**config.mk**
```make
export PLATFORM = sky130hd
export DESIGN_NAME = cla_mp_sequencer_flat
export DESIGN_NICKNAME = d
export VERILOG_FILES = /design/src/rtl/cla_pkg.sv /design/src/rtl/cla_mp_sequencer_if.sv /design/src/rtl/cla.sv /design/src/rtl/cla_mp_sequencer.sv /design/src/flat_wrapper.sv
export SDC_FILE = /design/constraint.sdc
export NUM_CORES = 1
export LEC_CHECK = 0
export CAP_MARGIN = 0
export CORE_MARGIN = 3
export CORE_UTILIZATION = 25
export CTS_BUF_LIST = sky130_fd_sc_hd__clkbuf_8
export DETAILED_ROUTE_END_ITERATION = 10
export HOLD_SLACK_MARGIN = 0.15
export PLACE_DENSITY = 0.42
export SETUP_SLACK_MARGIN = 0.1
export SLEW_MARGIN = 30
export SYNTH_ARGS = -nofsm -noshare
export SYNTH_HDL_FRONTEND = slang
export SYNTH_HIERARCHICAL = 1
export SYNTH_SLANG_ARGS = --single-unit
```
**constraint.sdc**
```tcl
create_clock -name clk -period 7.9 [get_ports clk]
set_input_delay 1.58 -clock clk [delete_from_list [all_inputs] [get_ports clk]]
set_output_delay 1.58 -clock clk [all_outputs]
set_load 0.005 [all_outputs]
```
**src/rtl/cla_pkg.sv**
```systemverilog
// Shared types and helpers for the multi-precision add/subtract sequencer.
package cla_pkg;

  localparam int unsigned WORD_W = 32;

  typedef enum logic [1:0] {
    IDLE = 2'd0,
    RUN  = 2'd1,
    DONE = 2'd2
  } mp_state_t;

  // The cla exposes no carry-out; rebuild it from the MSB inputs and sum bit.
  function automatic logic carry_from_msb(input logic a31, input logic b31, input logic s31);
    return (a31 & b31) | ((a31 ^ b31) & ~s31);
  endfunction

endpackage

```
**src/rtl/cla_mp_sequencer_if.sv**
```systemverilog
// Request/response handshake bundle between a requester and the sequencer.
interface cla_mp_sequencer_if #(
  parameter int unsigned WORDS = 2
) ();
  import cla_pkg::*;

  logic                      in_valid;
  logic                      in_ready;
  logic [WORDS*WORD_W-1:0]   in_a;
  logic [WORDS*WORD_W-1:0]   in_b;
  logic                      in_sub;
  logic                      out_valid;
  logic                      out_ready;
  logic [WORDS*WORD_W-1:0]   out_sum;
  logic                      out_cout;
  logic                      out_ovf;

  modport master (
    output in_valid, in_a, in_b, in_sub, out_ready,
    input  in_ready, out_valid, out_sum, out_cout, out_ovf
  );

  modport slave (
    input  in_valid, in_a, in_b, in_sub, out_ready,
    output in_ready, out_valid, out_sum, out_cout, out_ovf
  );

endinterface

```
**src/rtl/cla.sv**
```systemverilog
// 32-bit carry-lookahead adder built from 4-bit lookahead groups; sum only.
module cla
  import cla_pkg::*;
(
  input  logic [WORD_W-1:0] i_a,
  input  logic [WORD_W-1:0] i_b,
  input  logic              i_cin,
  output logic [WORD_W-1:0] o_sum_c
);

  localparam int unsigned GRP_W = 4;
  localparam int unsigned N_GRP = WORD_W / GRP_W;

  logic [WORD_W-1:0] w_g;
  logic [WORD_W-1:0] w_p;
  logic [WORD_W-1:0] w_c;
  logic              w_cg;

  // Carries inside a group are fully expanded; group carries chain via G/P.
  always_comb begin
    w_g  = i_a & i_b;
    w_p  = i_a ^ i_b;
    w_c  = '0;
    w_cg = i_cin;
    for (int k = 0; k < N_GRP; k++) begin
      w_c[k*GRP_W]     = w_cg;
      w_c[k*GRP_W + 1] = w_g[k*GRP_W] | (w_p[k*GRP_W] & w_cg);
      w_c[k*GRP_W + 2] = w_g[k*GRP_W + 1]
                       | (w_p[k*GRP_W + 1] & w_g[k*GRP_W])
                       | (w_p[k*GRP_W + 1] & w_p[k*GRP_W] & w_cg);
      w_c[k*GRP_W + 3] = w_g[k*GRP_W + 2]
                       | (w_p[k*GRP_W + 2] & w_g[k*GRP_W + 1])
                       | (w_p[k*GRP_W + 2] & w_p[k*GRP_W + 1] & w_g[k*GRP_W])
                       | (w_p[k*GRP_W + 2] & w_p[k*GRP_W + 1] & w_p[k*GRP_W] & w_cg);
      w_cg = w_g[k*GRP_W + 3]
           | (w_p[k*GRP_W + 3] & w_g[k*GRP_W + 2])
           | (w_p[k*GRP_W + 3] & w_p[k*GRP_W + 2] & w_g[k*GRP_W + 1])
           | (w_p[k*GRP_W + 3] & w_p[k*GRP_W + 2] & w_p[k*GRP_W + 1] & w_g[k*GRP_W])
           | (w_p[k*GRP_W + 3] & w_p[k*GRP_W + 2] & w_p[k*GRP_W + 1] & w_p[k*GRP_W] & w_cg);
    end
    o_sum_c = w_p ^ w_c;
  end

endmodule

```
**src/rtl/cla_mp_sequencer.sv**
```systemverilog
// Multi-precision add/subtract: streams WORDS 32-bit words LSW-first through one cla,
// carrying between words in a register.
module cla_mp_sequencer
  import cla_pkg::*;
#(
  parameter int unsigned WORDS = 2
) (
  input  logic                 clk,
  input  logic                 rst,
  cla_mp_sequencer_if.slave    bus
);

  localparam int unsigned      IDX_W    = (WORDS > 1) ? $clog2(WORDS) : 1;
  localparam logic [IDX_W-1:0] LAST_IDX = IDX_W'(WORDS - 1);

  mp_state_t                    r_state;
  mp_state_t                    w_state_nxt;
  logic [IDX_W-1:0]             r_idx;
  logic                         r_carry;
  logic                         r_cout;
  logic                         r_ovf;
  logic [WORDS-1:0][WORD_W-1:0] r_a;
  logic [WORDS-1:0][WORD_W-1:0] r_b;
  logic [WORDS-1:0][WORD_W-1:0] r_sum;

  logic [WORD_W-1:0] w_a_word;
  logic [WORD_W-1:0] w_b_word;
  logic [WORD_W-1:0] w_sum_word;
  logic              w_carry_nxt;
  logic              w_accept;
  logic              w_step;
  logic              w_last;

  assign w_a_word = r_a[r_idx];
  assign w_b_word = r_b[r_idx];

  cla u_cla (
    .i_a     (w_a_word),
    .i_b     (w_b_word),
    .i_cin   (r_carry),
    .o_sum_c (w_sum_word)
  );

  assign w_carry_nxt = carry_from_msb(w_a_word[WORD_W-1], w_b_word[WORD_W-1],
                                      w_sum_word[WORD_W-1]);

  always_ff @(posedge clk) begin
    if (rst) r_state <= IDLE;
    else     r_state <= w_state_nxt;
  end

  always_comb begin
    w_state_nxt = r_state;
    w_accept    = 1'b0;
    w_step      = 1'b0;
    w_last      = 1'b0;
    case (r_state)
      IDLE: begin
        if (bus.in_valid) begin
          w_accept    = 1'b1;
          w_state_nxt = RUN;
        end
      end
      RUN: begin
        w_step = 1'b1;
        if (r_idx == LAST_IDX) begin
          w_last      = 1'b1;
          w_state_nxt = DONE;
        end
      end
      DONE: begin
        if (bus.out_ready) w_state_nxt = IDLE;
      end
      default: w_state_nxt = IDLE;
    endcase
  end

  // Operand latch, per-word sum/carry update, and final flags on the last word.
  always_ff @(posedge clk) begin
    if (rst) begin
      r_idx   <= '0;
      r_carry <= 1'b0;
      r_a     <= '0;
      r_b     <= '0;
      r_sum   <= '0;
      r_cout  <= 1'b0;
      r_ovf   <= 1'b0;
    end else begin
      if (w_accept) begin
        r_a     <= bus.in_a;
        r_b     <= bus.in_sub ? ~bus.in_b : bus.in_b;
        r_carry <= bus.in_sub;
        r_idx   <= '0;
      end
      if (w_step) begin
        r_sum[r_idx] <= w_sum_word;
        r_carry      <= w_carry_nxt;
        r_idx        <= w_last ? '0 : r_idx + IDX_W'(1);
      end
      if (w_last) begin
        r_cout <= w_carry_nxt;
        r_ovf  <= (r_a[WORDS-1][WORD_W-1] == r_b[WORDS-1][WORD_W-1]) &&
                  (w_sum_word[WORD_W-1] != r_a[WORDS-1][WORD_W-1]);
      end
    end
  end

  assign bus.in_ready  = (r_state == IDLE);
  assign bus.out_valid = (r_state == DONE);
  assign bus.out_sum   = r_sum;
  assign bus.out_cout  = r_cout;
  assign bus.out_ovf   = r_ovf;

endmodule

```
**src/flat_wrapper.sv**
```systemverilog
// flat-port wrapper written by rule: the top's interface ports become plain ports
module cla_mp_sequencer_flat import cla_pkg::*;
#(
  parameter int unsigned WORDS = 2
)
  (clk, rst, bus_in_valid, bus_in_a, bus_in_b, bus_in_sub, bus_out_ready, bus_in_ready, bus_out_valid, bus_out_sum, bus_out_cout, bus_out_ovf);
  cla_mp_sequencer_if #(.WORDS(WORDS)) bus_i ();
  input  logic clk;
  input  logic rst;
  input wire logic [$bits(bus_i.in_valid)-1:0] bus_in_valid;
  input wire logic [$bits(bus_i.in_a)-1:0] bus_in_a;
  input wire logic [$bits(bus_i.in_b)-1:0] bus_in_b;
  input wire logic [$bits(bus_i.in_sub)-1:0] bus_in_sub;
  input wire logic [$bits(bus_i.out_ready)-1:0] bus_out_ready;
  output wire logic [$bits(bus_i.in_ready)-1:0] bus_in_ready;
  output wire logic [$bits(bus_i.out_valid)-1:0] bus_out_valid;
  output wire logic [$bits(bus_i.out_sum)-1:0] bus_out_sum;
  output wire logic [$bits(bus_i.out_cout)-1:0] bus_out_cout;
  output wire logic [$bits(bus_i.out_ovf)-1:0] bus_out_ovf;
  assign bus_i.in_valid = bus_in_valid;
  assign bus_i.in_a = bus_in_a;
  assign bus_i.in_b = bus_in_b;
  assign bus_i.in_sub = bus_in_sub;
  assign bus_i.out_ready = bus_out_ready;
  assign bus_in_ready = bus_i.in_ready;
  assign bus_out_valid = bus_i.out_valid;
  assign bus_out_sum = bus_i.out_sum;
  assign bus_out_cout = bus_i.out_cout;
  assign bus_out_ovf = bus_i.out_ovf;
  cla_mp_sequencer #(.WORDS(WORDS)) u_core (.clk(clk), .rst(rst), .bus(bus_i));
endmodule
```
==> impl_metrics.prom <==
# TYPE chip_impl_metric gauge
chip_impl_info{name="run_status",value="finished clean"} 1
chip_impl_info{name="startpoint_type",value="flip-flop"} 1
chip_impl_metric{name="tritoncts.num_buffers",unit=""} 17
chip_impl_metric{name="worst_clock_skew_on_the_final_layout",unit="ps"} 13.7
chip_impl_metric{name="fp-row-count",unit=""} 70
chip_impl_metric{name="synth_enable_flop_cells",unit=""} 0
chip_impl_metric{name="dpl.hpwl",unit="um"} 21200
chip_impl_metric{name="firstDrtPassIters",unit=""} 5
chip_impl_metric{name="worstPathRequired",unit="ps"} 8310
chip_impl_info{name="hp-class",value="flip-flop to flip-flop"} 1
chip_impl_info{name="cts_root_buffer",value="clkbuf_8"} 1
chip_impl_info{name="rsz0062_at_grt",value="no"} 1
chip_impl_metric{name="power_frac_clock",unit="%"} 28.5
chip_impl_info{name="crit_path_top_delay_cell",value="dfxtp_4"} 1
chip_impl_metric{name="design.portCount",unit=""} 201
chip_impl_metric{name="combinationalPowerShare",unit="%"} 23.5
chip_impl_metric{name="groute.usage.overall",unit="%"} 14.8
chip_impl_info{name="worstSetupEndpointType",value="flip-flop"} 1
chip_impl_metric{name="grt_max_degree",unit=""} 195
chip_impl_metric{name="syn-instance-count",unit=""} 1081
chip_impl_metric{name="fp.dieArea",unit="um2"} 40400
chip_impl_metric{name="portBuffers",unit=""} 200
chip_impl_metric{name="setup_total_negative_slack",unit="ps"} 0
chip_impl_metric{name="drt.antenna.violating_nets",unit=""} 0
chip_impl_metric{name="swShare",unit="%"} 30.6
chip_impl_info{name="synth-main-ff-cell",value="dfxtp_1"} 1
chip_impl_metric{name="drive_gt1_share",unit="%"} 9.00
chip_impl_metric{name="viasPerCell",unit=""} 4.44
chip_impl_metric{name="first_iter_violations",unit=""} 317
chip_impl_metric{name="dr_wl_cell",unit="um"} 17.0
chip_impl_metric{name="peak_per_stage_delay_on_the_critical_path",unit="ps"} 690
chip_impl_info{name="critPathKind",value="flip-flop to flip-flop"} 1
chip_impl_metric{name="clock_insertion_delay_worst_skew",unit="ps"} 490
chip_impl_metric{name="timing.critical_path.fanout_max",unit=""} 36
chip_impl_info{name="layout.cells.most_common",value="nand2_1"} 1
chip_impl_metric{name="final-seq-area",unit="um2"} 3970
chip_impl_metric{name="start_util",unit="%"} 25.7
chip_impl_metric{name="cts_setup_buffers",unit=""} 0
chip_impl_metric{name="minimum_clock_period_after_layout",unit="ps"} 4430
chip_impl_metric{name="clock_path_buffers",unit=""} 2
chip_impl_metric{name="globalplace.congestion",unit=""} 0.733
chip_impl_metric{name="pwr_density_cell",unit="nW/um2"} 190
chip_impl_metric{name="synth_area",unit="um2"} 9510
chip_impl_metric{name="post_synth_num_cell_types",unit=""} 46
chip_impl_metric{name="drv_slew",unit=""} 0
chip_impl_metric{name="post-route-period-util",unit="%"} 56.1
chip_impl_metric{name="reg2reg_slack",unit="ps"} 3470
chip_impl_metric{name="final-setup-viol-count",unit=""} 0
chip_impl_metric{name="h_tree_levels",unit=""} 4
chip_impl_metric{name="antenna_cells",unit=""} 0
chip_impl_metric{name="multi_input_area",unit="um2"} 5130
chip_impl_metric{name="num_vias",unit=""} 7755
chip_impl_metric{name="timing.max_cap.violations",unit=""} 0
chip_impl_metric{name="internal-power",unit="uW"} 1620
chip_impl_metric{name="post-route-util",unit="%"} 33.1
chip_impl_metric{name="initial_antenna_violation_count",unit=""} 0
chip_impl_metric{name="yosys_register_bits",unit=""} 198
chip_impl_metric{name="worst_slew_pin_slew",unit="ps"} 927
chip_impl_metric{name="core-area",unit="um2"} 37000
chip_impl_metric{name="die-width",unit="um"} 201
chip_impl_info{name="most-common-layout-cells",value="206 x nand2_1, 198 x clkdlybuf4s50_1, 197 x dfxtp_1, 115 x nor2_1, 111 x a21oi_1"} 1
chip_impl_metric{name="cts-hold-fix-buffers",unit=""} 0
chip_impl_metric{name="remaining_drc_errors",unit=""} 0
chip_impl_metric{name="power_leakage",unit="uW"} 0.00457
chip_impl_metric{name="whs",unit="ps"} 457
chip_impl_info{name="tritoncts_clock_tree",value="done"} 1
chip_impl_metric{name="globalRouteOverflowTotal",unit=""} 0
chip_impl_metric{name="max-slew-margin-rel",unit="%"} 38.2
chip_impl_metric{name="grt_first_pass_wirelength",unit="um"} 46700
chip_impl_metric{name="cts_resized",unit=""} 0
chip_impl_metric{name="async_reset_ff_share",unit="%"} 0
chip_impl_info{name="path_cells",value="buf_12 -> mux2_2 -> ha_1 -> o21ai_0 -> o21ai_1 -> a32oi_1 -> a21oi_1 -> and2_1 -> or2_2 -> a21o_1 -> a21o_1 -> fa_1 -> xor2_1 -> nand2_1 -> a21oi_1"} 1
chip_impl_metric{name="reg_clk_slew_reported_paths",unit="ps"} 100
chip_impl_metric{name="ir_drop",unit="V"} 0.000109
chip_impl_metric{name="net_count_of_the_mapped_netlist",unit=""} 1254
chip_impl_metric{name="worst-endpoint-arrival",unit="ps"} 4840
chip_impl_metric{name="synth.yosys.seq_area_share",unit="%"} 41.7
chip_impl_metric{name="max_freq",unit="MHz"} 226
chip_impl_metric{name="finish.net_count",unit=""} 1404
chip_impl_metric{name="total_switching_power",unit="uW"} 713
chip_impl_metric{name="routed_wl",unit="um"} 29700
chip_impl_metric{name="tritoncts_num_sinks",unit=""} 198
chip_impl_metric{name="first_global_vias",unit=""} 7967
chip_impl_metric{name="finalHoldViolations",unit=""} 0
chip_impl_metric{name="warning_count_from_the_yosys_run",unit=""} 6
chip_impl_metric{name="die_height",unit="um"} 201
chip_impl_metric{name="seq_power_share",unit="%"} 48.0
chip_impl_metric{name="syn_area_per_cell",unit="um2"} 8.80
chip_impl_metric{name="flow.area_growth_from_synthesis",unit="%"} 28.8
chip_impl_metric{name="nFillCells",unit=""} 3922
cell usage after synthesis, types with 2 or more instances:
cell type | number | area [um2]
nand2_1 | 206 | 773
dfxtp_1 | 198 | 3960
nor2_1 | 115 | 432
a21oi_1 | 111 | 556
xnor2_1 | 72 | 631
a211oi_1 | 66 | 495
mux2_2 | 64 | 721
buf_2 | 42 | 210
ha_1 | 32 | 400
mux2i_1 | 32 | 320
clkbuf_1 | 23 | 86.3
xor2_1 | 13 | 114
buf_4 | 11 | 82.6
inv_1 | 10 | 37.5
fa_1 | 8 | 160
nand3_1 | 8 | 40.0
a21o_1 | 7 | 52.6
o21ai_0 | 7 | 35.0
nor2b_1 | 6 | 37.5
nor3_1 | 5 | 25.0
nand2b_1 | 4 | 25.0
nand4_1 | 4 | 25.0
o211ai_1 | 4 | 30.0
o21bai_1 | 4 | 30.0
a31oi_1 | 3 | 18.8
o21a_1 | 3 | 22.5
and2_1 | 2 | 12.5
nand3b_1 | 2 | 15.0
or3_1 | 2 | 12.5
registers in the layout, summed over array words and instances (netlist names):
signal	flops
u_core/r_b	64
u_core/bus.out_cout	1
u_core/r_carry	1
u_core/bus.out_sum	64
u_core/r_idx	1
u_core/r_state	2
u_core/bus.out_ovf	1
u_core/r_a	64
cell families after synthesis:
group                    count (synthesis)  share of synthesized area (%)
AND/OR/NAND/NOR                        362                           15.5
multiplexers                            96                           10.9
flip-flops                             198                           41.7
buffers and inverters                   87                           4.42
AO/OA/AOI/OAI                          213                           13.8
adder cells (fa/ha/maj)                 40                           5.89
XOR/XNOR                                85                           7.83
per-layer routing:
metal  track usage (%)  routed length [um]
met4              3.51                 344
met2              24.6               14000
met5                 0                   0
met1              19.7               14200
met3              2.97                1210
metrics by stage:
| stage | setup WS, ps | power, uW | instances | cell area (um2) |
|---|---|---|---|---|
| 5_1_grt | 3080 | 2480 | 1748 | 12200 |
| 6_report | 3470 | 2330 | 1748 | 12200 |
| 3_5_place_dp | 3320 | 1700 | 1715 | 11800 |
| 2_1_floorplan | 4160 | 1470 | 1081 | 9510 |
| 4_1_cts | 3300 | 2380 | 1747 | 12200 |
| 3_3_place_gp | 3400 | 1690 | 1715 | 11800 |
critical path, delay by kind of cell (launching register included):
kind / cells / cell delay [ps]
AOI/OAI and AO/OA: 7 / 1500
xor gates and xnor gates: 1 / 200
adders and majority gates: 2 / 710
buffers and inverters: 1 / 280
DFF: 1 / 690
muxes: 1 / 370
and+or+nand+nor: 3 / 580
power by group through the flow:
| stage | Combinational, uW | Sequential [uW] | Clock (uW) |
|---|---|---|---|
| 2_1_floorplan | 349 | 1120 | 0 |
| 3_3_place_gp | 544 | 1150 | 0 |
| 3_5_place_dp | 548 | 1150 | 0 |
| 4_1_cts | 551 | 1130 | 701 |
| 5_1_grt | 610 | 1130 | 738 |
| 6_report | 547 | 1120 | 663 |
layout make-up:
class,count,share of cell area [%]
multi-input combinational,796,41.9
sequential,198,32.4
timing repair buffer,208,17.1
tap,504,5.15
clock buffer,21,2.36
clock inverter,11,0.807
inverter,10,0.306
final timing paths:
kind | startpoint | endpoint | depth (start not counted)
hold reg to reg | u_core/bus.out_sum[52] | u_core/bus.out_sum[52] | 2
setup reg to reg | u_core/r_idx | u_core/bus.out_sum[61] | 15
setup / recovery | u_core/r_idx | u_core/bus.out_sum[61] | 15
hold / removal | u_core/bus.out_sum[52] | u_core/bus.out_sum[52] | 2
Note: power is estimated with default switching activity, not from simulation.
